### config.mk
export PLATFORM = sky130hd
export DESIGN_NAME = pipeline_hazard_ctrl
export DESIGN_NICKNAME = d
export VERILOG_FILES = /design/src/rtl/pipeline_hazard_ctrl.sv
export SDC_FILE = /design/constraint.sdc
export NUM_CORES = 1
export LEC_CHECK = 0
export CAP_MARGIN = 20
export CORE_AREA = 2 2 80 82
export DETAILED_ROUTE_END_ITERATION = 6
export DIE_AREA = 0 0 82 84
export PLACE_DENSITY_LB_ADDON = 0.1
export SYNTH_ARGS = -nofsm -noshare
export SYNTH_HDL_FRONTEND = slang
export SYNTH_SLANG_ARGS = --single-unit
### constraint.sdc
create_clock -name clk -period 4.1 [get_ports clk]
set_clock_uncertainty 0.05 [all_clocks]
set_input_delay 0.82 -clock clk [delete_from_list [all_inputs] [get_ports clk]]
set_output_delay 0.82 -clock clk [all_outputs]
set_load 0.01 [all_outputs]
### src/rtl/pipeline_hazard_ctrl.sv
// Hazard unit for a 5-stage RISC-V pipeline: forwarding, load-use and
// branch flushes, memory-wait stalls with timeout, and stall/flush stats.
module pipeline_hazard_ctrl #(
    parameter int unsigned TIMEOUT = 255,
    parameter int unsigned CNT_W   = 16
) (
    input  logic             clk,
    input  logic             rst,
    input  logic [4:0]       Rs1D,
    input  logic [4:0]       Rs2D,
    input  logic [4:0]       Rs1E,
    input  logic [4:0]       Rs2E,
    input  logic [4:0]       RdE,
    input  logic [4:0]       RdM,
    input  logic [4:0]       RdW,
    input  logic             ResultSrcE0,
    input  logic             RegWriteM,
    input  logic             RegWriteW,
    input  logic             PCSrcE,
    input  logic             MemAccessM,
    input  logic             mem_ready,
    input  logic             clr_stats,
    output logic             StallF,
    output logic             StallD,
    output logic             StallE,
    output logic             StallM,
    output logic             FlushD,
    output logic             FlushE,
    output logic             FlushW,
    output logic [1:0]       ForwardAE,
    output logic [1:0]       ForwardBE,
    output logic             halted,
    output logic [CNT_W-1:0] stall_cycles,
    output logic [CNT_W-1:0] flush_count
);

    typedef enum logic [1:0] {RUN, MEM_WAIT, ERROR} state_t;

    localparam logic [7:0] TO = 8'(TIMEOUT);

    state_t     state, state_nxt;
    logic [7:0] wait_cnt, wait_cnt_nxt;
    logic       mem_stall;
    logic       lw_stall;

    function automatic logic [1:0] fwd_sel(input logic [4:0] rs);
        if (RegWriteM && RdM != 5'd0 && RdM == rs)
            return 2'b10;
        else if (RegWriteW && RdW != 5'd0 && RdW == rs)
            return 2'b01;
        else
            return 2'b00;
    endfunction

    assign mem_stall = MemAccessM & ~mem_ready;
    assign lw_stall  = ResultSrcE0 & (RdE != 5'd0) &
                       ((RdE == Rs1D) | (RdE == Rs2D));
    assign halted    = (state == ERROR);

    always_comb begin
        ForwardAE = 2'b00;
        ForwardBE = 2'b00;
        if (!rst) begin
            ForwardAE = fwd_sel(Rs1E);
            ForwardBE = fwd_sel(Rs2E);
        end
    end

    // Halt outranks everything, so a stuck memory freezes the whole pipe
    always_comb begin
        StallF = 1'b0;
        StallD = 1'b0;
        StallE = 1'b0;
        StallM = 1'b0;
        FlushD = 1'b0;
        FlushE = 1'b0;
        FlushW = 1'b0;
        if (!rst) begin
            priority case (1'b1)
                halted, mem_stall: begin
                    StallF = 1'b1;
                    StallD = 1'b1;
                    StallE = 1'b1;
                    StallM = 1'b1;
                    FlushW = 1'b1;
                end
                PCSrcE: begin
                    FlushD = 1'b1;
                    FlushE = 1'b1;
                end
                lw_stall: begin
                    StallF = 1'b1;
                    StallD = 1'b1;
                    FlushE = 1'b1;
                end
                default: ;
            endcase
        end
    end

    always_comb begin
        state_nxt    = state;
        wait_cnt_nxt = wait_cnt;
        unique case (state)
            RUN: begin
                if (mem_stall) begin
                    state_nxt    = MEM_WAIT;
                    wait_cnt_nxt = 8'd1;
                end
            end
            MEM_WAIT: begin
                if (!mem_stall) begin
                    state_nxt    = RUN;
                    wait_cnt_nxt = 8'd0;
                end else if (wait_cnt == TO) begin
                    state_nxt = ERROR;
                end else begin
                    wait_cnt_nxt = wait_cnt + 8'd1;
                end
            end
            ERROR: state_nxt = ERROR;
            default: begin
                state_nxt    = RUN;
                wait_cnt_nxt = 8'd0;
            end
        endcase
    end

    always_ff @(posedge clk or posedge rst) begin
        if (rst) begin
            state    <= RUN;
            wait_cnt <= 8'd0;
        end else begin
            state    <= state_nxt;
            wait_cnt <= wait_cnt_nxt;
        end
    end

    always_ff @(posedge clk or posedge rst) begin
        if (rst) begin
            stall_cycles <= '0;
            flush_count  <= '0;
        end else if (clr_stats) begin
            stall_cycles <= '0;
            flush_count  <= '0;
        end else begin
            if (StallF && stall_cycles != '1)
                stall_cycles <= stall_cycles + 1'b1;
            if (FlushD && flush_count != '1)
                flush_count <= flush_count + 1'b1;
        end
    end

endmodule

==> results of run 1 <==
[state kept, by name, summed over array words and instances, names as in the netlist]
register	flops
state	2
flush_count	16
wait_cnt	8
stall_cycles	16
[worst min-delay path by stage]
| stage | from | to | slack (ns) | cells past startpoint |
|---|---|---|---|---|
| after floorplan | wait_cnt[4]$_DFFE_PP0P_ | wait_cnt[4]$_DFFE_PP0P_ | 0.44 | 1 |
| after global placement | wait_cnt[7]$_DFFE_PP0P_ | wait_cnt[7]$_DFFE_PP0P_ | 0.47 | 2 |
| after detailed placement | wait_cnt[5]$_DFFE_PP0P_ | wait_cnt[5]$_DFFE_PP0P_ | 0.49 | 1 |
| after CTS | wait_cnt[5]$_DFFE_PP0P_ | wait_cnt[5]$_DFFE_PP0P_ | 0.50 | 1 |
| after global routing | wait_cnt[5]$_DFFE_PP0P_ | wait_cnt[5]$_DFFE_PP0P_ | 0.56 | 1 |
| final | wait_cnt[5]$_DFFE_PP0P_ | wait_cnt[5]$_DFFE_PP0P_ | 0.50 | 1 |
[cell usage after synthesis]
master     count
inv_1          8
or3_1         12
mux2i_1        2
o21ai_1        1
buf_4          3
ha_1           3
a21o_1         1
a21boi_0       1
a21oi_2        1
o21ai_0       18
xnor2_1       26
clkbuf_1       4
and3_1         7
a21oi_1       18
buf_6          2
o211ai_1       1
or4_1          8
xor2_1        24
o31ai_1        5
a2bb2oi_1      1
nor4_1         6
nand2_1       30
dfrtp_1       42
o22ai_1        1
nand3_1       18
buf_2          1
a311oi_1       1
and2_1         1
nand2b_1       2
nor3_1         5
nor3b_1        1
nand4_1       18
nor2_1        32
[cell type report]
| cell class | count | area share, % |
|---|---|---|
| clock buffer | 7 | 2.07 |
| clock inverter | 1 | 0.816 |
| inverter | 8 | 0.816 |
| multi-input combinational | 244 | 40.1 |
| sequential | 42 | 28.6 |
| tap | 77 | 2.62 |
| timing repair buffer | 91 | 25.0 |
[power by group]
| part | switching, mW | total, mW | internal (mW) | leakage [nW] |
|---|---|---|---|---|
| registers | 0.00705 | 0.425 | 0.418 | 0.583 |
| logic | 0.0657 | 0.146 | 0.0803 | 0.777 |
| clock network | 0.137 | 0.320 | 0.182 | 0.0524 |
[cells by family after synthesis]
logic type | after synthesis | synth area share, %
flops | 42 | 40.1
fa+ha+maj | 3 | 1.43
simple gates | 140 | 26.8
mux | 2 | 0.763
buf+inv | 18 | 3.63
xor+xnor | 50 | 16.7
compound gates | 49 | 10.6
[routing by layer]
| metal | part of all wire [%] | track usage [%] | vias to the layer above |
|---|---|---|---|
| met3 | 7.0 | 5.95 | 10 |
| met1 | 42 | 22.5 | 1178 |
| met2 | 49 | 31.2 | 78 |
| met4 | 1.5 | 4.85 | 0 |
| met5 | 0 | 0 | - |
| li1 | - | - | 1254 |
[metrics by stage]
step	utilization [%]	power, mW	cell area (sq um)
2_1_floorplan	-	0.502	2620
5_1_grt	60.4	0.940	3680
3_3_place_gp	58.2	0.577	3550
6_report	60.4	0.891	3680
3_5_place_dp	58.6	0.581	3570
4_1_cts	60.4	0.909	3680
[critical path, stage by stage]
cell             delay [ns]
clkdlybuf4s50_1        0.47
or4_1                  0.52
o21ai_0                0.23
nor3_1                 0.11
nor4_1                 0.28
clkdlybuf4s50_1        0.58
==> summary.txt, run 1 <==
Critical path
  • Reg2reg end: stall_cycles[1]$_DFFE_PP0P_
  • Worst-path fanout max: 3
  • CP required: roughly 3.2 ns
  • R2R Path Start: stall_cycles[0]$_DFFE_PP0P_
  • WP data arrival: just over 3 ns
  • CP Capture Point: ForwardBE[0]
  • Startpoint Class: input pin
  • Crit. Startpoint: RdM[1]
  • Reg-to-reg slack, setup: about 1.8 ns
  • Register-to-Register Path Depth: 8
  • CP endpoint kind: output port
  • CP Class: input pin to output port

Placed design
  • Post-Place Setup Slack: about 0.22 ns
  • Inst Count DP: ~460
  • PortBufs: slightly below 90
  • GPL Wtd Cong: between 0.8 and 0.9
  • Hpwl dp: around 4700 um

Clocking
  • CTS clk-pin slew, worst paths: 0.08 ns
  • Cts bufs inserted: 5
  • Worst-skew pair later-pin latency: around 0.29 ns
  • Number of hold buffers added after CTS: 0
  • H-tree levels: 2
  • Clk root buf: clkbuf_8
  • Post-CTS sizing: 0
  • Setup bufs post-CTS: 0
  • CTS Buffer Depth: 2
  • CTS tree: done
  • CTS sink cnt: 42

Global route
  • Number of global-route vias before repair: 2326
  • Largest net degree at the start of global routing: 45
  • Grt total ovfl: 0
  • GRT Overall Usage: approximately 19%
  • Initial antenna violation count: 0
  • Global-route wire length before repair: just over 10000 um

Cells and area
  • Nets: approximately 440
  • Leading cell types in the layout, fill and taps excluded: clkdlybuf4s50_1, dfrtp_1, nor2_1
  • Number of diodes: 0
  • Register area: 1050 sq um
  • Fraction of layout cells with a size suffix above 1: roughly 2.8%
  • P&R area growth vs syn: 40.4%
  • Most common cell after layout, fill and taps aside: clkdlybuf4s50_1
  • Final Non-Filler Cells: 470
  • Layout fillers: approximately 550
  • Multi-input gate area: roughly 1500 sq um

STA
  • Final setup fails: 0
  • Rel. slew slack: 57.7%
  • Fmax: 257 MHz
  • Period minus WS final: slightly below 4 ns
  • Worst slew pin tran: 0.630 ns
  • Slew Viols, Final: 0
  • Worst hold margin: around 0.50 ns
  • Final period util: between 90% and 100%
  • Setup ws final: 0.212 ns
  • Unrepaired setup endpoints after global routing: no
  • Fin. Hold Viols: 0
  • Setup_tns: 0 ns

Floorplanning
  • Starting Density: approximately 43%
  • Ports: 88
  • DIE WIDTH: 82 um
  • Num rows: 29
  • Die height: approximately 84 um
  • Die area: approximately 7000 sq um
  • Core ar.: roughly 6000 sq um

Synthesis
  • Area leader, netlist: dfrtp_1
  • Share of the synthesized area in the top cell type: 40.1%
  • Syn_nets: 351
  • Mapped Avg Cell Area: roughly 8.6 sq um
  • Seq/Total Area, Yosys: between 40 and 50%
  • Mapped Cells: a little over 300
  • Yosys warnings: 0
  • Yosys reg bits: 42
  • Leading post-synthesis cells by cell area: dfrtp_1, xnor2_1, xor2_1
  • Yosys cell types: 33
  • Post-synthesis cell area: between 2000 and 3000 sq um

Min path
  • Hold Crit Class: register to register

Pwr
  • Worst VDD drop: between 0.1 and 0.15 mV
  • Leak pwr: around 1.4 nW
  • Pwr dens: 242 nW/um^2

Routing
  • Detail Route Antenna Nets: 0
  • Drt first pass iters: 4
  • Starting DRT DRC Count: 79
  • Routed len/inst: 13.0 um
  • Wirelength, routed: around 6100 um
  • DRC: 0
  • Via/cell ratio: approximately 5.4
  • Vias: about 2500

Flow run
  • Number of max-cap violations: 0

Outcome
  • Outcome: finished clean
Power figures use the tool's default switching activity.
==> run 2: changes to the inputs <==
--- a/config.mk
+++ b/config.mk
@@ -6,9 +6,11 @@
 export NUM_CORES = 1
 export LEC_CHECK = 0
 export CAP_MARGIN = 20
-export CORE_AREA = 2 2 80 82
+export CELL_PAD_IN_SITES_DETAIL_PLACEMENT = 1
+export CELL_PAD_IN_SITES_GLOBAL_PLACEMENT = 2
+export CORE_AREA = 2 2 104 106
 export DETAILED_ROUTE_END_ITERATION = 6
-export DIE_AREA = 0 0 82 84
+export DIE_AREA = 0 0 106 108
 export PLACE_DENSITY_LB_ADDON = 0.1
 export SYNTH_ARGS = -nofsm -noshare
 export SYNTH_HDL_FRONTEND = slang
==> summary.txt, run 2 (synthesized netlist as in run 1, its figures left out) <==
Critical path
  • CP endpoint kind: output port
  • Worst path top cell family by delay: buffers and inverters
  • CP required: around 3.2 ns
  • Startpoint Class: input pin
  • WP data arrival: ~3.1 ns
  • Reg2reg end: stall_cycles[1]$_DFFE_PP0P_
  • Reg-to-reg slack, setup: about 1.8 ns
  • Most frequent CP cell: clkdlybuf4s50_1
  • Worst-path fanout max: 3
  • Critical-path cell list: clkdlybuf4s50_1 > or4_1 > o21ai_0 > nor3_1 > nor4_1 > clkdlybuf4s50_1
  • Register-to-Register Path Depth: 8
  • R2R Path Start: stall_cycles[0]$_DFFE_PP0P_
  • Max incr delay on CP: ~0.60 ns
  • Buf/Inv on CP: 2
  • CP Class: input pin to output port
  • Critical path's slowest cell: clkdlybuf4s50_1

STA
  • Slew Viols, Final: 0
  • Fin. Hold Viols: 0
  • Final setup fails: 0
  • Worst slew pin tran: roughly 0.75 ns
  • Period minus WS final: a little under 4 ns
  • Setup_tns: 0 ns
  • Fmax: about 250 MHz
  • Unrepaired setup endpoints after global routing: no
  • Rel. slew slack: ~49%
  • Final period util: a little over nine tenths

Pwr
  • Total power: between 0.9 and 1 mW
  • Worst VDD drop: between 0.15 and 0.2 mV
  • Pwr dens: 245 nW/um^2
  • Leak pwr: about 1.4 nW

Cells and area
  • Nets: 439
  • P&R area growth vs syn: 42.7%
  • Fraction of layout cells with a size suffix above 1: between 3 and 4%
  • Final core occ: 36.6%
  • Most common cell after layout, fill and taps aside: clkdlybuf4s50_1
  • Registers with the most flip-flops: flush_count x16, stall_cycles x16, wait_cnt x8
  • Number of diodes: 0
  • Leading cell types in the layout, fill and taps excluded: clkdlybuf4s50_1, dfrtp_1, nor2_1

Placed design
  • Hpwl dp: between 6000 and 7000 um
  • GPL Wtd Cong: between 0.7 and 0.8
  • PortBufs: slightly below 90

Floorplanning
  • Num rows: 37
  • Core ar.: approximately 10000 sq um
  • Die height: 108 um
  • Die area: ~11000 sq um
  • Starting Density: between 20% and 30%
  • Ports: 88
  • DIE WIDTH: around 110 um

Routing
  • Drt first pass iters: 4
  • Via/cell ratio: 4.80
  • Wirelength, routed: about 7800 um
  • Detail Route Antenna Nets: 0
  • Starting DRT DRC Count: 42
  • Vias: 2540
  • DRC: 0
  • Routed len/inst: 14.7 um

Clocking
  • Clk root buf: clkbuf_8
  • CTS Buffer Depth: 2
  • Number of hold buffers added after CTS: 0
  • Setup bufs post-CTS: 0
  • Cts bufs inserted: 5
  • Post-CTS sizing: 0
  • CTS clk-pin slew, worst paths: about 0.090 ns
  • CTS tree: done
  • CTS sink cnt: 42
  • H-tree levels: 2
  • Worst-skew pair later-pin latency: ~0.30 ns

Min path
  • Hold_sp: wait_cnt[4]$_DFFE_PP0P_
  • Hold Crit Class: register to register
  • Worst Hold Path EP: wait_cnt[4]$_DFFE_PP0P_
  • Worst Hold Depth: 1

Outcome
  • Outcome: finished clean

Global route
  • Global-route wire length before repair: 13000 um
  • Number of global-route vias before repair: 2666
  • Grt total ovfl: 0
  • Initial antenna violation count: 0
  • GRT Overall Usage: approximately 14%
  • Largest net degree at the start of global routing: 45

Flow run
  • Number of max-cap violations: 0
==> run 2: changes by cell type in the layout (fill, tap and decap cells not counted), sizes merged <==
cell | before | now
inv | 7 | 8
clkbuf | 7 | 5
clkinv | 1 | 2
==> run 2: cell type report <==
class,count,area [sq um]
tap,136,170
clock inverter,3,43.8
multi-input combinational,244,1480
fill,1227,6490
inverter,8,30.0
clock buffer,5,68.8
sequential,42,1050
timing repair buffer,91,901
==> run 2: stage by stage <==
stage	instances	cell area, sq um	setup WS (ns)	hold slack [ns]
floorplan	304	2620	0.356	0.443
global placement	521	3630	0.175	0.485
detailed placement	521	3630	0.154	0.486
CTS	529	3740	0.147	0.502
global route	529	3740	0.0273	0.535
finish	529	3740	0.171	0.492
==> run 2: worst max path at each step <==
stage,from,end,slack [ns],cells after the start
final,RdM[1],ForwardBE[0],0.17,6
after CTS,RdM[1],ForwardBE[0],0.15,6
after global routing,RdM[1],ForwardBE[0],0.03,6
after detailed placement,RdM[1],ForwardBE[0],0.15,6
after floorplan,rst,ForwardBE[0],0.36,4
after global placement,RdM[1],ForwardBE[0],0.18,6
==> run 2: power by group <==
part	internal, mW	switching [mW]	total, mW
clock	0.183	0.160	0.343
combinational	0.0781	0.0695	0.148
sequential	0.418	0.00705	0.425
==> run 2: layer usage <==
metal / vias to the layer above / global-route usage [%] / wire length (um)
li1: 1247 / - / -
met1: 1229 / 17.2 / 3520
met2: 60 / 24.6 / 3730
met3: 4 / 4.40 / 477
met4: 0 / 3.10 / 52
met5: - / 0 / 0
==> run 2: worst register-to-register path: cells and delay by family, from the launching register on <==
| kind | cells | cell delay [ns] |
|---|---|---|
| flops | 1 | 0.44 |
| buf+inv | 1 | 0.29 |
| fa+ha+maj | 1 | 0.33 |
| simple gates | 4 | 0.73 |
| mux | 1 | 0.23 |
| compound gates | 1 | 0.15 |
==> run 3: changes to the inputs <==
--- a/config.mk
+++ b/config.mk
@@ -11,6 +11,7 @@
 export CORE_AREA = 2 2 104 106
 export DETAILED_ROUTE_END_ITERATION = 6
 export DIE_AREA = 0 0 106 108
+export HOLD_SLACK_MARGIN = 0.1
 export PLACE_DENSITY_LB_ADDON = 0.1
 export SYNTH_ARGS = -nofsm -noshare
 export SYNTH_HDL_FRONTEND = slang
==> results of run 3 <==
The final DEF is identical to that of run 2; final timing and power are the same.
